--- config.mk ---
export PLATFORM = sky130hd
export DESIGN_NAME = operand_dispatcher
export DESIGN_NICKNAME = d
export VERILOG_FILES = /design/src/rtl/operand_dispatcher_pkg.sv /design/src/rtl/operand_dispatcher_pair_fifo.sv /design/src/rtl/operand_dispatcher.sv
export SDC_FILE = /design/constraint.sdc
export NUM_CORES = 1
export LEC_CHECK = 0
export BUFFER_PORTS_ARGS = -buffer_cell sky130_fd_sc_hd__buf_2
export CAP_MARGIN = 5
export CORE_ASPECT_RATIO = 0.8
export CORE_MARGIN = 8
export CORE_UTILIZATION = 61
export DETAILED_ROUTE_END_ITERATION = 12
export GPL_TIMING_DRIVEN = 0
export PLACE_DENSITY = 0.84
export SLEW_MARGIN = 40
export SYNTH_ARGS = -nofsm -noshare
export SYNTH_HDL_FRONTEND = slang
export SYNTH_HIERARCHICAL = 1
export SYNTH_SLANG_ARGS = --single-unit
export TNS_END_PERCENT = 10
--- constraint.sdc ---
create_clock -name clk -period 7.6 [get_ports clk]
set_input_delay 0 -clock clk [delete_from_list [all_inputs] [get_ports clk]]
set_output_delay 0 -clock clk [all_outputs]
set_load 0.02 [all_outputs]
--- src/rtl/operand_dispatcher_pkg.sv ---
// Shared types and default constants for the operand dispatcher.
package operand_dispatcher_pkg;

  // Dispatcher FSM states; encoding is fixed so that state dumps stay comparable.
  typedef enum logic [1:0] {
    IDLE   = 2'd0,
    LAUNCH = 2'd1,
    WAIT   = 2'd2
  } state_t;

  localparam int unsigned N_DEF       = 8;
  localparam int unsigned DEPTH_DEF   = 4;
  localparam int unsigned TIMEOUT_DEF = 32;

endpackage

--- src/rtl/operand_dispatcher_pair_fifo.sv ---
// Operand-pair FIFO: W-bit entries, DEPTH deep (power of two), head always visible on dout.
module pair_fifo #(
  parameter int unsigned W     = 16,
  parameter int unsigned DEPTH = 4
) (
  input  logic         clk,
  input  logic         reset,
  input  logic         push,
  input  logic         pop,
  input  logic [W-1:0] din,
  output logic [W-1:0] dout,
  output logic         full,
  output logic         empty
);

  localparam int unsigned AW = $clog2(DEPTH);

  logic [W-1:0]  mem [DEPTH];
  logic [AW-1:0] wr_ptr;
  logic [AW-1:0] rd_ptr;
  logic [AW:0]   count;
  logic          do_push;
  logic          do_pop;

  assign full    = (count == (AW+1)'(DEPTH));
  assign empty   = (count == '0);
  assign do_push = push && !full;
  assign do_pop  = pop && !empty;
  assign dout    = mem[rd_ptr];

  // Storage write; contents need no reset because count gates visibility.
  always_ff @(posedge clk) begin
    if (do_push) begin
      mem[wr_ptr] <= din;
    end
  end

  // Pointer and occupancy tracking; pointers wrap naturally modulo DEPTH.
  always_ff @(posedge clk or negedge reset) begin
    if (!reset) begin
      wr_ptr <= '0;
      rd_ptr <= '0;
      count  <= '0;
    end else begin
      if (do_push) begin
        wr_ptr <= wr_ptr + AW'(1);
      end
      if (do_pop) begin
        rd_ptr <= rd_ptr + AW'(1);
      end
      if (do_push && !do_pop) begin
        count <= count + (AW+1)'(1);
      end else if (do_pop && !do_push) begin
        count <= count - (AW+1)'(1);
      end
    end
  end

endmodule

--- src/rtl/operand_dispatcher.sv ---
// Operand dispatcher: queues operand pairs, launches them one at a time into an
// external serial adder, holds each result for the consumer and aborts stuck
// operations after TIMEOUT cycles.
module operand_dispatcher
  import operand_dispatcher_pkg::*;
#(
  parameter int unsigned N       = N_DEF,
  parameter int unsigned DEPTH   = DEPTH_DEF,
  parameter int unsigned TIMEOUT = TIMEOUT_DEF
) (
  input  logic         clk,
  input  logic         reset,
  input  logic         in_valid,
  output logic         in_ready,
  input  logic [N-1:0] in_a,
  input  logic [N-1:0] in_b,
  output logic         add_start,
  output logic [N-1:0] add_a,
  output logic [N-1:0] add_b,
  input  logic         add_done,
  input  logic [N-1:0] add_sum,
  output logic         out_valid,
  input  logic         out_ready,
  output logic [N-1:0] out_sum,
  output logic         err_timeout,
  output logic         busy
);

  localparam int unsigned CW = $clog2(TIMEOUT);

  state_t          state;
  logic [CW-1:0]   cnt;
  logic [2*N-1:0]  head;
  logic            fifo_full;
  logic            fifo_empty;
  logic            fifo_push;
  logic            fifo_pop;
  logic            cnt_last;

  assign in_ready  = !fifo_full;
  assign fifo_push = in_valid && in_ready;
  assign busy      = (state != IDLE) || !fifo_empty;
  assign cnt_last  = (cnt == CW'(TIMEOUT - 1));

  // The head entry stays in the FIFO while in flight, so pop happens only on WAIT exit.
  always_comb begin
    fifo_pop = 1'b0;
    if (state == WAIT) begin
      fifo_pop = add_done || cnt_last;
    end
  end

  pair_fifo #(
    .W     (2 * N),
    .DEPTH (DEPTH)
  ) u_pair_fifo (
    .clk   (clk),
    .reset (reset),
    .push  (fifo_push),
    .pop   (fifo_pop),
    .din   ({in_a, in_b}),
    .dout  (head),
    .full  (fifo_full),
    .empty (fifo_empty)
  );

  // Dispatch FSM with registered launch, result and error outputs.
  always_ff @(posedge clk or negedge reset) begin
    if (!reset) begin
      state       <= IDLE;
      cnt         <= '0;
      add_start   <= 1'b0;
      add_a       <= '0;
      add_b       <= '0;
      out_valid   <= 1'b0;
      out_sum     <= '0;
      err_timeout <= 1'b0;
    end else begin
      add_start   <= 1'b0;
      err_timeout <= 1'b0;
      if (out_valid && out_ready) begin
        out_valid <= 1'b0;
      end
      case (state)
        IDLE: begin
          if (!fifo_empty && !out_valid) begin
            add_a     <= head[2*N-1:N];
            add_b     <= head[N-1:0];
            add_start <= 1'b1;
            state     <= LAUNCH;
          end
        end
        LAUNCH: begin
          cnt   <= '0;
          state <= WAIT;
        end
        WAIT: begin
          // Done is tested first so a completion on the last cycle still wins.
          if (add_done) begin
            out_sum   <= add_sum;
            out_valid <= 1'b1;
            state     <= IDLE;
          end else if (cnt_last) begin
            err_timeout <= 1'b1;
            state       <= IDLE;
          end else begin
            cnt <= cnt + CW'(1);
          end
        end
        default: state <= IDLE;
      endcase
    end
  end

endmodule

# Word level (Yosys, flattened, before mapping)
# Memories as Yosys holds them, arrays and structs flattened. A register that Yosys moved wholly into a read port is not among the register bits.
# Index checks and enable logic that the tools add are counted.
[totals]
ff_bits = 25
ramBits = 64
in_bits = 29
out_inout_bits = 29
mem_count = 1
[memory_table]
columns = ["memory", "depth", "width", "rd", "rd_ports_with_merged_regs", "wr", "line_no", "rtl"]
rows = [
  ["u_pair_fifo.mem", 4, 16, 1, 1, 1, "operand_dispatcher_pair_fifo.sv:18", "logic [W-1:0] mem [DEPTH];"],
]
[classes]
n_addsub = 5
eq_ne = 8
n_mux = 20
reduce_logical = 24
[op_table]
columns = ["op", "n"]
rows = [
  ["1-bit 2-to-1 mux", 11],
  ["5-bit 2-to-1 mux", 2],
  ["5-bit one-hot mux with 2 select lines", 1],
  ["1-bit logical AND", 7],
  ["1-bit zero test", 6],
  ["2-bit 2-to-1 mux", 3],
  ["3-bit 2-to-1 mux", 2],
  ["2-bit inequality test, second input constant", 3],
  ["2-bit one-hot mux with 3 select lines", 1],
  ["2-bit AND reduction", 3],
  ["2-bit nonzero test", 3],
  ["5-bit by 1-bit adder with 5-bit output, second input constant", 1],
  ["5-bit == test, second input constant", 1],
  ["2-bit by 1-bit adder with 2-bit output, second input constant", 2],
  ["3-bit by 1-bit adder with 3-bit output, second input constant", 1],
  ["3-bit == test, second input constant", 1],
  ["3-bit zero test", 1],
  ["3-bit inequality test, second input constant", 1],
  ["3-bit AND reduction", 1],
  ["3-bit by 1-bit subtractor with 3-bit output, second input constant", 1],
  ["2-bit by 1-bit == test with 1-bit output, second input constant", 1],
  ["2-bit == test, second input constant", 1],
  ["2-bit zero test", 1],
  ["1-bit logical OR", 2],
]

# Longest topological paths before layout
[logic_depth]
ltp_word = 8
depth_mapped = 12

# Cells and area by module
# The synthesis kept the hierarchy.
[by_module_without_submodules]
columns = ["mod", "instances", "cells_each", "area_per_inst_um2"]
rows = [
  ["pair_fifo", 1, 120, 2778.9],
  ["operand_dispatcher", 1, 100, 1418.9],
]

# Worst setup path after synthesis
# OpenSTA, ideal clock, no wires.
[synth_timing]
path_kind = "register -> register"
startpoint = "register cnt[0]"
endpoint = "register u_pair_fifo.count[2]"
setup_time_ps = 79
arrival_ps = 2463
setup_slack_ps = 5057
stages_incl_launch_ff = 13
path_buffers = 0
path_cell_list = "dfrtp_1 > ha_1 > and3_1 > ha_1 > nor2_1 > nor2_1 > nand2_1 > ha_1 > inv_1 > fa_1 > xor2_1 > nor2_1 > xor2_1"
[synth_between]
elab_chain_len = 7
[synth_lines]
columns = ["element", "line_no", "rtl"]
rows = [
  ["start: declaration", "operand_dispatcher.sv:32", "logic [CW-1:0] cnt;"],
  ["start signal: assignment", "operand_dispatcher.sv:107", "cnt <= cnt + CW'(1);"],
  ["5-bit == test *", "operand_dispatcher.sv:43", "assign cnt_last = (cnt == CW'(TIMEOUT - 1));"],
  ["1-bit logical OR *", "operand_dispatcher.sv:49", "fifo_pop = add_done || cnt_last;"],
  ["1-bit 2-to-1 mux *", "operand_dispatcher.sv:48", "if (state == WAIT) begin"],
  ["via fifo_pop", "operand_dispatcher.sv:37", "logic fifo_pop;"],
  ["1-bit logical AND *", "operand_dispatcher_pair_fifo.sv:28", "assign do_pop = pop && !empty;"],
  ["1-bit zero test", "operand_dispatcher_pair_fifo.sv:51", "if (do_push && !do_pop) begin"],
  ["1-bit logical AND", "operand_dispatcher_pair_fifo.sv:51", ""],
  ["3-bit 2-to-1 mux / 2-bit nonzero test (equally long branches)", "-", ""],
  ["end signal: assignment", "operand_dispatcher_pair_fifo.sv:52", "count <= count + (AW+1)'(1);"],
  ["end signal: assignment", "operand_dispatcher_pair_fifo.sv:54", "count <= count - (AW+1)'(1);"],
  ["end: declaration", "operand_dispatcher_pair_fifo.sv:21", "logic [AW:0] count;"],
]
# Mark *: on every way through the listed nets, which the timed path passes. The rest lies on a longest branch.
# A chain may end at the register's enable or synchronous reset.

# Final worst setup path
# Ends and elaborated chain as after synthesis.

==> flow_metrics.env <==
export IMPL_route_antenna_remaining_nets=0
export IMPL_worst_path_buf_inv=1
export IMPL_wl_per_cell_um=18.7
export IMPL_power_total_mw=1.91
export IMPL_fillers=383
export IMPL_tightest_slew_ns=0.817
export IMPL_synth_top_area_cell="edfxtp_1"
export IMPL_clk_pin_slew_ns=0.10
export IMPL_root_buffer="clkbuf_8"
export IMPL_cts_tree="built"
export IMPL_start_util=0.618
export IMPL_power_leakage_nw=2.01
export IMPL_rsz0062_at_grt="no"
export IMPL_hpwl_mm=4.93
export IMPL_vias_per_cell=5.57
export IMPL_critPathLaunchType="flop"
export IMPL_post_cts_buffers=0
export IMPL_ys_top_cells_by_area="edfxtp_1 46%, dfrtp_1 24%, mux2_2 6.7%"
export IMPL_port_buffers=57
export IMPL_place_area_um2=4590
export IMPL_worstPathMaxFanout=9
export IMPL_fin_skew_ns=0.0118
export IMPL_drv_slew=0
export IMPL_critPathRequiredTime_ns=7.88
export IMPL_post_route_drc_count=0
export IMPL_async_flop_share=0.390
export IMPL_ctsResizeCount=0
export IMPL_insertion_delay_ns=0.36
export IMPL_die_w_um=109
export IMPL_final_cells=407
export IMPL_netlist_area_um2=4200
export IMPL_finalSetupTns_ns=0
export IMPL_syn_instance_count=220
export IMPL_worstPathArrival_ns=3.24
export IMPL_synth_area_per_cell_um2=19.1
export IMPL_hold_violations=0
export IMPL_cp_slowest_cell="nor2_1"
export IMPL_ys_ff_latch=105
export IMPL_synth_top_flop_cell="edfxtp_1"
export IMPL_max_stage_delay_ns=0.45
export IMPL_holdBufCountCts=27
export IMPL_htree_levels=3
export IMPL_die_area_um2=9810
export IMPL_power_density_nw_per_um2=378
export IMPL_cts_sinks=105
export IMPL_reg2reg_depth=12
export IMPL_gr_usage_all_layers=0.170
export IMPL_diodes=0
export IMPL_slew_headroom=0.451
export IMPL_critPathTopFamily="adder cells"
export IMPL_final_layout_size_suffix_gt1_frac=0.378
export IMPL_synth_top_area_frac=0.458
export IMPL_vias=2266
export IMPL_r2r_slack_ns=4.64
export IMPL_wl_mm=7.62
export IMPL_rows=27
export IMPL_synthTopCellsByCount="64 x edfxtp_1, 41 x dfrtp_1, 25 x mux2_2"
export IMPL_place_gp_congestion=0.829
export IMPL_min_period_over_period=0.389
export IMPL_crit_path_end_kind="flop"
export IMPL_antenna_found_initial=0
export IMPL_yosysMostFrequentCell="edfxtp_1"
export IMPL_cap_violations=0
export IMPL_clockBufferDepth=2
export IMPL_first_pass_iters=4
export IMPL_r2r_start="cnt[0]"
export IMPL_ios=58
export IMPL_yosysUniqueCellTypes=36
export IMPL_path_class="reg -> reg"
export IMPL_cts_buffers=9
export IMPL_synth_nets=257
export IMPL_timing_critical_path_from="cnt[0]"
export IMPL_grt_pass1_vias=2468
export IMPL_setup_viol=0
export IMPL_yosysSeqAreaShare=0.702
export IMPL_grt_max_degree=42
export IMPL_dp_cells=364
export IMPL_status="finished, final reports clean"
export IMPL_max_freq_ghz=0.338
export IMPL_grt_overflow=0
export IMPL_finalInstanceArea_um2=5050
export IMPL_fin_nets=352
export IMPL_grt_pass1_wl_mm=12.6
export IMPL_peakVddDrop_uv=213
export IMPL_r2r_end="u_pair_fifo/count[2]"
export IMPL_yosys_warnings=6
export IMPL_area_delta_synth_final_pct=20.2
export IMPL_die_height_um=90.2
export IMPL_worstPathCellList="ha_1 -> and3_1 -> ha_1 -> nor2_1 -> nor2_1 -> nand2_1 -> ha_1 -> inv_1 -> fa_1 -> xor2_1 -> nor2_1 -> xor2_1"
export IMPL_fin_crit_ns=2.96
export IMPL_hp_class="in -> async"
export IMPL_drt_initial_drc_count=91
export IMPL_core_area_um2=6790
export IMPL_synth_edf_count=64
==> worst max-delay path by stage <==
| stage | end | slack [ns] | cells after the start |
|---|---|---|---|
| after floorplan | u_pair_fifo/count[2] | 5.06 | 12 |
| after global routing | u_pair_fifo/count[2] | 4.39 | 12 |
| after global placement | u_pair_fifo/count[2] | 4.81 | 12 |
| after CTS | u_pair_fifo/count[2] | 4.65 | 12 |
| final | u_pair_fifo/count[2] | 4.64 | 12 |
| after detailed placement | u_pair_fifo/count[2] | 4.73 | 12 |
==> report_power, final <==
group	total [mW]	switching [mW]	leakage, nW	internal (mW)
registers	0.865	0.0786	1.08	0.786
logic	0.732	0.382	0.849	0.350
clock network	0.308	0.187	0.0822	0.121
total	1.91	0.648	2.01	1.26
==> area by class of cell <==
cell class	count	area, um2	area share
Timing Repair Buffer	84	558	0.111
Sequential cell	105	2950	0.584
Clock inverter	7	53.8	0.0107
Buffer	8	73.8	0.0146
Inverter	7	26.3	0.00521
Multi-Input combinational cell	100	1150	0.229
Tap cell	87	109	0.0216
Clock buffer	9	124	0.0245
==> cells in the final DEF (no fill, tap or decap), types with 2 or more instances in the layout <==
cell	count
a22o_1	5
a311o_1	2
and2_2	4
and3_1	2
buf_2	60
buf_6	3
clkbuf_8	9
clkinvlp_4	3
dfrtp_1	41
dlygate4sd3_1	27
edfxtp_1	64
ha_1	7
inv_1	7
inv_6	2
mux2_2	25
mux4_1	8
mux4_2	8
nand2_1	6
nor2_1	4
nor2b_1	4
nor4_1	2
xnor2_1	4
xor2_1	2
==> metrics by stage <==
step	utilization	setup WS (ns)	hold WS (ns)
2_1_floorplan	-	5.06	-0.296
3_3_place_gp	0.676	4.81	0.177
3_5_place_dp	0.677	4.73	0.0234
4_1_cts	0.743	4.65	0.172
5_1_grt	0.743	4.39	0.202
6_report	0.743	4.64	0.170
==> sequential cells by signal (all words and copies together), names as in the netlist <==
name / cells
u_pair_fifo/wr_ptr: 2
add_b: 8
u_pair_fifo/mem: 64
u_pair_fifo/rd_ptr: 2
out_sum: 8
add_start: 1
add_a: 8
state: 2
u_pair_fifo/count: 3
cnt: 5
out_valid: 1
err_timeout: 1
==> kinds of logic after synthesis <==
| family | count (synthesis) | synth area share |
|---|---|---|
| flip-flops | 105 | 0.702 |
| multiplexers | 43 | 0.166 |
| AO/OA/AOI/OAI | 12 | 0.0232 |
| AND/OR/NAND/NOR | 31 | 0.0465 |
| buffers and inverters | 15 | 0.0238 |
| XOR/XNOR | 6 | 0.0125 |
| adder cells (fa/ha/maj) | 8 | 0.0256 |
==> routing by layer <==
layer / GRT usage / part of all wire / vias to the layer above
met2: 0.282 / 0.52 / 67
met5: 0 / 0 / -
met3: 0.0549 / 0.056 / 13
li1: - / - / 1044
met4: 0.0535 / 0.017 / 0
met1: 0.204 / 0.41 / 1142
No activity file was read; power rests on OpenSTA's default activity.
